### src/rtl/led_vu_meter.sv
// Stereo VU-meter LED bar: |sample| peak detect, instant attack, timed exponential decay.
// Optional peak-hold dot is compiled in when VU_PEAK_HOLD_EN is defined.
module led_vu_meter #(
  parameter int DECAY_CYCLES = 500000,
  parameter int HOLD_CYCLES  = 25000000
) (
  input  logic        clk,
  input  logic        rst,
  // valid is a one-cycle strobe with no back-pressure: lft_out/rht_out are
  // consumed on every cycle valid is high, and every such sample is evaluated.
  input  logic        valid,
  input  logic [15:0] lft_out,
  input  logic [15:0] rht_out,
  output logic [7:0]  LED
);

  localparam int CNT_W = (DECAY_CYCLES > 1) ? $clog2(DECAY_CYCLES) : 1;
  localparam logic [CNT_W-1:0] CNT_LAST = CNT_W'(DECAY_CYCLES - 1);

  logic [14:0]      mag;
  logic             mag_vld;
  logic [14:0]      lvl;
  logic [CNT_W-1:0] decay_cnt;
  logic             tick;
  logic [14:0]      lvl_step;
  logic [3:0]       bar_n;
  logic [7:0]       bar;
  logic [14:0]      abs_l;
  logic [14:0]      abs_r;

  // Magnitude of a signed sample; the most negative code saturates to full scale.
  function automatic logic [14:0] abs15(input logic [15:0] x);
    logic [15:0] neg;
    neg = -x;
    if (!x[15])
      return x[14:0];
    else if (x == 16'h8000)
      return 15'h7FFF;
    else
      return neg[14:0];
  endfunction

  always_comb begin
    abs_l = abs15(lft_out);
    abs_r = abs15(rht_out);
  end

  always_ff @(posedge clk) begin
    if (rst) begin
      mag     <= '0;
      mag_vld <= 1'b0;
    end else begin
      mag_vld <= valid;
      if (valid)
        mag <= (abs_l >= abs_r) ? abs_l : abs_r;
    end
  end

  always_ff @(posedge clk) begin
    if (rst)
      decay_cnt <= '0;
    else if (decay_cnt == CNT_LAST)
      decay_cnt <= '0;
    else
      decay_cnt <= decay_cnt + 1'b1;
  end

  assign tick = (decay_cnt == CNT_LAST);

  // Step of at least 1 so small levels still drain to zero.
  always_comb begin
    lvl_step = (lvl[14:4] == 11'd0) ? 15'd1 : {4'd0, lvl[14:4]};
  end

  always_ff @(posedge clk) begin
    if (rst)
      lvl <= '0;
    else if (mag_vld && (mag >= lvl))
      lvl <= mag;
    else if (tick && (lvl != 15'd0))
      lvl <= lvl - lvl_step;
  end

  always_comb begin
    bar_n = (lvl < 15'd256) ? 4'd0 : ({1'b0, lvl[14:12]} + 4'd1);
    bar   = '0;
    for (int i = 0; i < 8; i++)
      bar[i] = (4'(i) < bar_n);
  end

`ifdef VU_PEAK_HOLD_EN
  localparam int HOLD_W = $clog2(HOLD_CYCLES + 1);

  logic [3:0]        pk;
  logic [HOLD_W-1:0] hold_cnt;
  logic [7:0]        dot;

  always_ff @(posedge clk) begin
    if (rst) begin
      pk       <= '0;
      hold_cnt <= '0;
    end else if (bar_n > pk) begin
      pk       <= bar_n;
      hold_cnt <= HOLD_W'(HOLD_CYCLES);
    end else if (hold_cnt != '0) begin
      hold_cnt <= hold_cnt - 1'b1;
    end else if (tick && (pk > bar_n)) begin
      pk <= pk - 4'd1;
    end
  end

  always_comb begin
    dot = '0;
    for (int i = 0; i < 8; i++)
      dot[i] = (pk == 4'(i + 1));
  end

  always_ff @(posedge clk) begin
    if (rst)
      LED <= '0;
    else
      LED <= bar | dot;
  end
`else
  always_ff @(posedge clk) begin
    if (rst)
      LED <= '0;
    else
      LED <= bar;
  end
`endif

endmodule

### config.mk
export PLATFORM = sky130hd
export DESIGN_NAME = led_vu_meter
export DESIGN_NICKNAME = d
export VERILOG_FILES = /design/src/rtl/led_vu_meter.sv
export SDC_FILE = /design/constraint.sdc
export NUM_CORES = 1
export LEC_CHECK = 0
export CAP_MARGIN = 30
export CORE_MARGIN = 1.5
export CORE_UTILIZATION = 59
export CTS_CLUSTER_DIAMETER = 30
export CTS_CLUSTER_SIZE = 16
export DETAILED_ROUTE_END_ITERATION = 16
export PLACE_DENSITY_LB_ADDON = 0.08
export SETUP_SLACK_MARGIN = 0.5
export SLEW_MARGIN = 15
export SYNTH_ARGS = -nofsm -noshare
export SYNTH_HDL_FRONTEND = slang
export SYNTH_SLANG_ARGS = --single-unit
export TNS_END_PERCENT = 100
### constraint.sdc
create_clock -name clk -period 3.9 [get_ports clk]
set_input_delay 0.39 -clock clk [delete_from_list [all_inputs] [get_ports clk]]
set_output_delay 0.39 -clock clk [all_outputs]
set_load 0.01 [all_outputs]
==> flow_summary.yaml <==
cts:
  cts_root_buf: "clkbuf_8"
  clock_sinks: 58
  cts_made_buffers: 9
  path_clk_slew_ns: 0.07
  cts_tree: "yes"
  clk_path_buf_depth: 2
  h-tree-depth: 3
  clk_latency_ns: 0.35
  postCtsHoldBufs: 0
detailed_routing:
  drt.antenna.violating_nets: 0
  drtPass1Iterations: 5
  drc_errors: 0
  drt-vias-per-instance: 5.943
  totalWireLength_microns: 12530
  avgRoutedWirePerCell_microns: 15.80
  first_iter_violations: 275
  num_vias: 4713
yosys:
  ys.flop_type: "dfxtp_1"
  netlist_area_sq_um: 4752
  synth-seq-cells: 58
  async_flop_share: 0
  seq_area_frac_synth: 0.2443
  yosys_warnings: 0
  synth_cell_type_count: 66
  syn_area_per_cell_sq_um: 7.714
  syn_inst: 616
  synth-edff-count: 0
  synth_fp_nets: 698
sta:
  finalHoldViolCount: 0
  maxSlewViolCount: 0
  rsz0062_at_grt: "false"
  setup_viol: 0
  max_freq_mhz: 294.6
  relSlewSlack: 0.4777
  fin_skew_ns: 0.01112
  tightest_slew_ns: 0.7810
  fin_crit_sh: 0.8702
  setup_tns_ns: 0
  layout_min_cycle_time_ns: 3.394
flow_run:
  cap_violations: 0
cells_and_area:
  final_common_cell: "nor2_1"
  antenna_cells: 0
  final_cells: 793
  multiInputGateArea_sq_um: 3531
  layout_common_cells: "nor2_1, dfxtp_1, nand2_1, inv_1, ha_1"
  fill_cells: 559
  register_area_sq_um: 1162
  area_growth_pct: 27.67
  drive_gt1_frac: 0.1722
  nNetsFinal: 768
pwr:
  p_per_area_nw_per_um2: 393.1
  ir_drop_mv: 0.1819
  p_leak_nw: 2.743
place:
  placedCellCount: 760
  dp_hpwl_microns: 8764
  numPortBuffers: 42
  gp_congestion: 0.8991
worst_setup_path:
  required_ns: 4.16
  arrival_ns: 3.66
  startpoint_type: "input port"
  endpoint_kind: "register"
  crit_path_max_fanout: 7
  setup.worst_path.class: "input port to register"
die:
  start_util: 0.6118
  die_y_microns: 92.75
  dieWidth_microns: 92.75
  coreArea_sq_um: 7767
  num_rows: 32
  dieArea_sq_um: 8602
  num_io_pins: 43
grt:
  grt.total_usage: 0.2852
  grt_pass1_vias: 4414
  antenna_found_initial: 0
  grt_pass1_wl_microns: 19840
  grt_max_degree: 24
  grt_overflow: 0
worst_hold_path:
  hp-class: "register to register"
outcome:
  status: "complete, no violations"
==> cells by family after synthesis <==
logic type      after synthesis  synth area share
mux                          21           0.04450
simple gates                241            0.2622
fa+ha+maj                    47            0.1253
compound gates              132            0.1872
flops                        58            0.2443
xor+xnor                     39           0.07188
buf+inv                      78           0.06451
==> registers in the layout, summed over array words and instances, names as in the netlist <==
name,cells
decay_cnt,19
lvl,15
mag,15
LED,8
mag_vld,1
==> report_power, final <==
part	switching [W]	internal [W]	total, W	leakage (nW)
Clock	0.000255	0.000296	0.000551	0.0889
Combinational	0.000600	0.000529	0.00113	2.18
Sequential	0.0000578	0.000646	0.000704	0.474
==> worst max-delay path: stages <==
cell	delay, ns
clkdlybuf4s50_1	0.47
nor3_2	0.27
nand3_2	0.11
or4_4	0.61
a21boi_4	0.20
inv_1	0.09
ha_4	0.22
a21oi_2	0.12
o21ai_1	0.11
a21oi_2	0.24
o21ai_4	0.12
buf_12	0.15
or2_2	0.28
a311oi_2	0.26
==> metal layers <==
metal	up-vias	share of wire	track usage
met3	36	0.043	0.03777
met2	148	0.49	0.4896
li1	2347	-	-
met1	2182	0.43	0.3493
met5	-	0	0
met4	0	0.038	0.1402
==> final timing paths <==
path                                   start      endpoint  slack (ns)  cells past startpoint
worst min register to register  decay_cnt[0]  decay_cnt[0]        0.48                      1
worst max register to register       lvl[14]       lvl[14]        0.68                     12
worst max-delay path              rht_out[9]       mag[14]        0.51                     14
worst min-delay path            decay_cnt[0]  decay_cnt[0]        0.48                      1
==> per-stage QoR <==
stage / hold WS (ns) / total power [W] / cell area (sq um) / setup slack (ns) / utilization
floorplan: 0.4261 / 0.001420 / 4752 / 0.5756 / -
global placement: 0.4411 / 0.001668 / 5395 / -0.005425 / 0.6946
detailed placement: 0.4700 / 0.001693 / 5395 / -0.06704 / 0.6946
CTS: 0.4866 / 0.002301 / 5764 / 0.5033 / 0.7421
global route: 0.5164 / 0.002535 / 6067 / 0.3684 / 0.7811
finish: 0.4765 / 0.002385 / 6067 / 0.5061 / 0.7811
==> layout make-up <==
cell class | count | area share
Clock buffer | 10 | 0.02104
Clock inverter | 6 | 0.01093
Inverter | 54 | 0.03341
Multi-Input combinational cell | 481 | 0.5820
Sequential cell | 58 | 0.1916
Tap cell | 102 | 0.02104
Timing Repair Buffer | 82 | 0.1400
==> cell usage after synthesis (all sizes together), types with 2 or more instances <==
library cell | count | share of area
nor3b | 4 | 0.0063
xnor2 | 20 | 0.037
nor4 | 10 | 0.014
and4 | 4 | 0.0074
a31oi | 7 | 0.0092
buf | 6 | 0.0074
a21o | 5 | 0.0079
o21a | 4 | 0.0063
a211oi | 11 | 0.018
and4b | 2 | 0.0042
nand4 | 8 | 0.011
a211o | 3 | 0.0055
nand4b | 3 | 0.0055
clkinv | 2 | 0.0016
a21bo | 2 | 0.0042
nor2b | 7 | 0.0092
nand2 | 62 | 0.049
nand3b | 3 | 0.0074
o211ai | 7 | 0.011
and2 | 4 | 0.0058
a21oi | 31 | 0.033
or2 | 6 | 0.0079
o21ai | 23 | 0.024
nand3 | 18 | 0.019
xor2 | 19 | 0.035
o22ai | 8 | 0.011
and3 | 7 | 0.0097
a41oi | 5 | 0.0092
or4 | 5 | 0.010
nand2b | 13 | 0.017
mux2i | 20 | 0.042
dfxtp | 58 | 0.24
ha | 46 | 0.12
inv | 52 | 0.041
nor3 | 14 | 0.017
a311oi | 8 | 0.015
nor2 | 64 | 0.051
o31ai | 9 | 0.014
or3 | 6 | 0.0090
clkbuf | 18 | 0.014
==> what timing repair did <==
action	in CTS	in global routing
setup endpoints to repair	18	19
cloned	2	2
resized for setup	26	58
setup buffers	7	6
pin swaps	15	26
No activity file was read; power rests on OpenSTA's default activity.
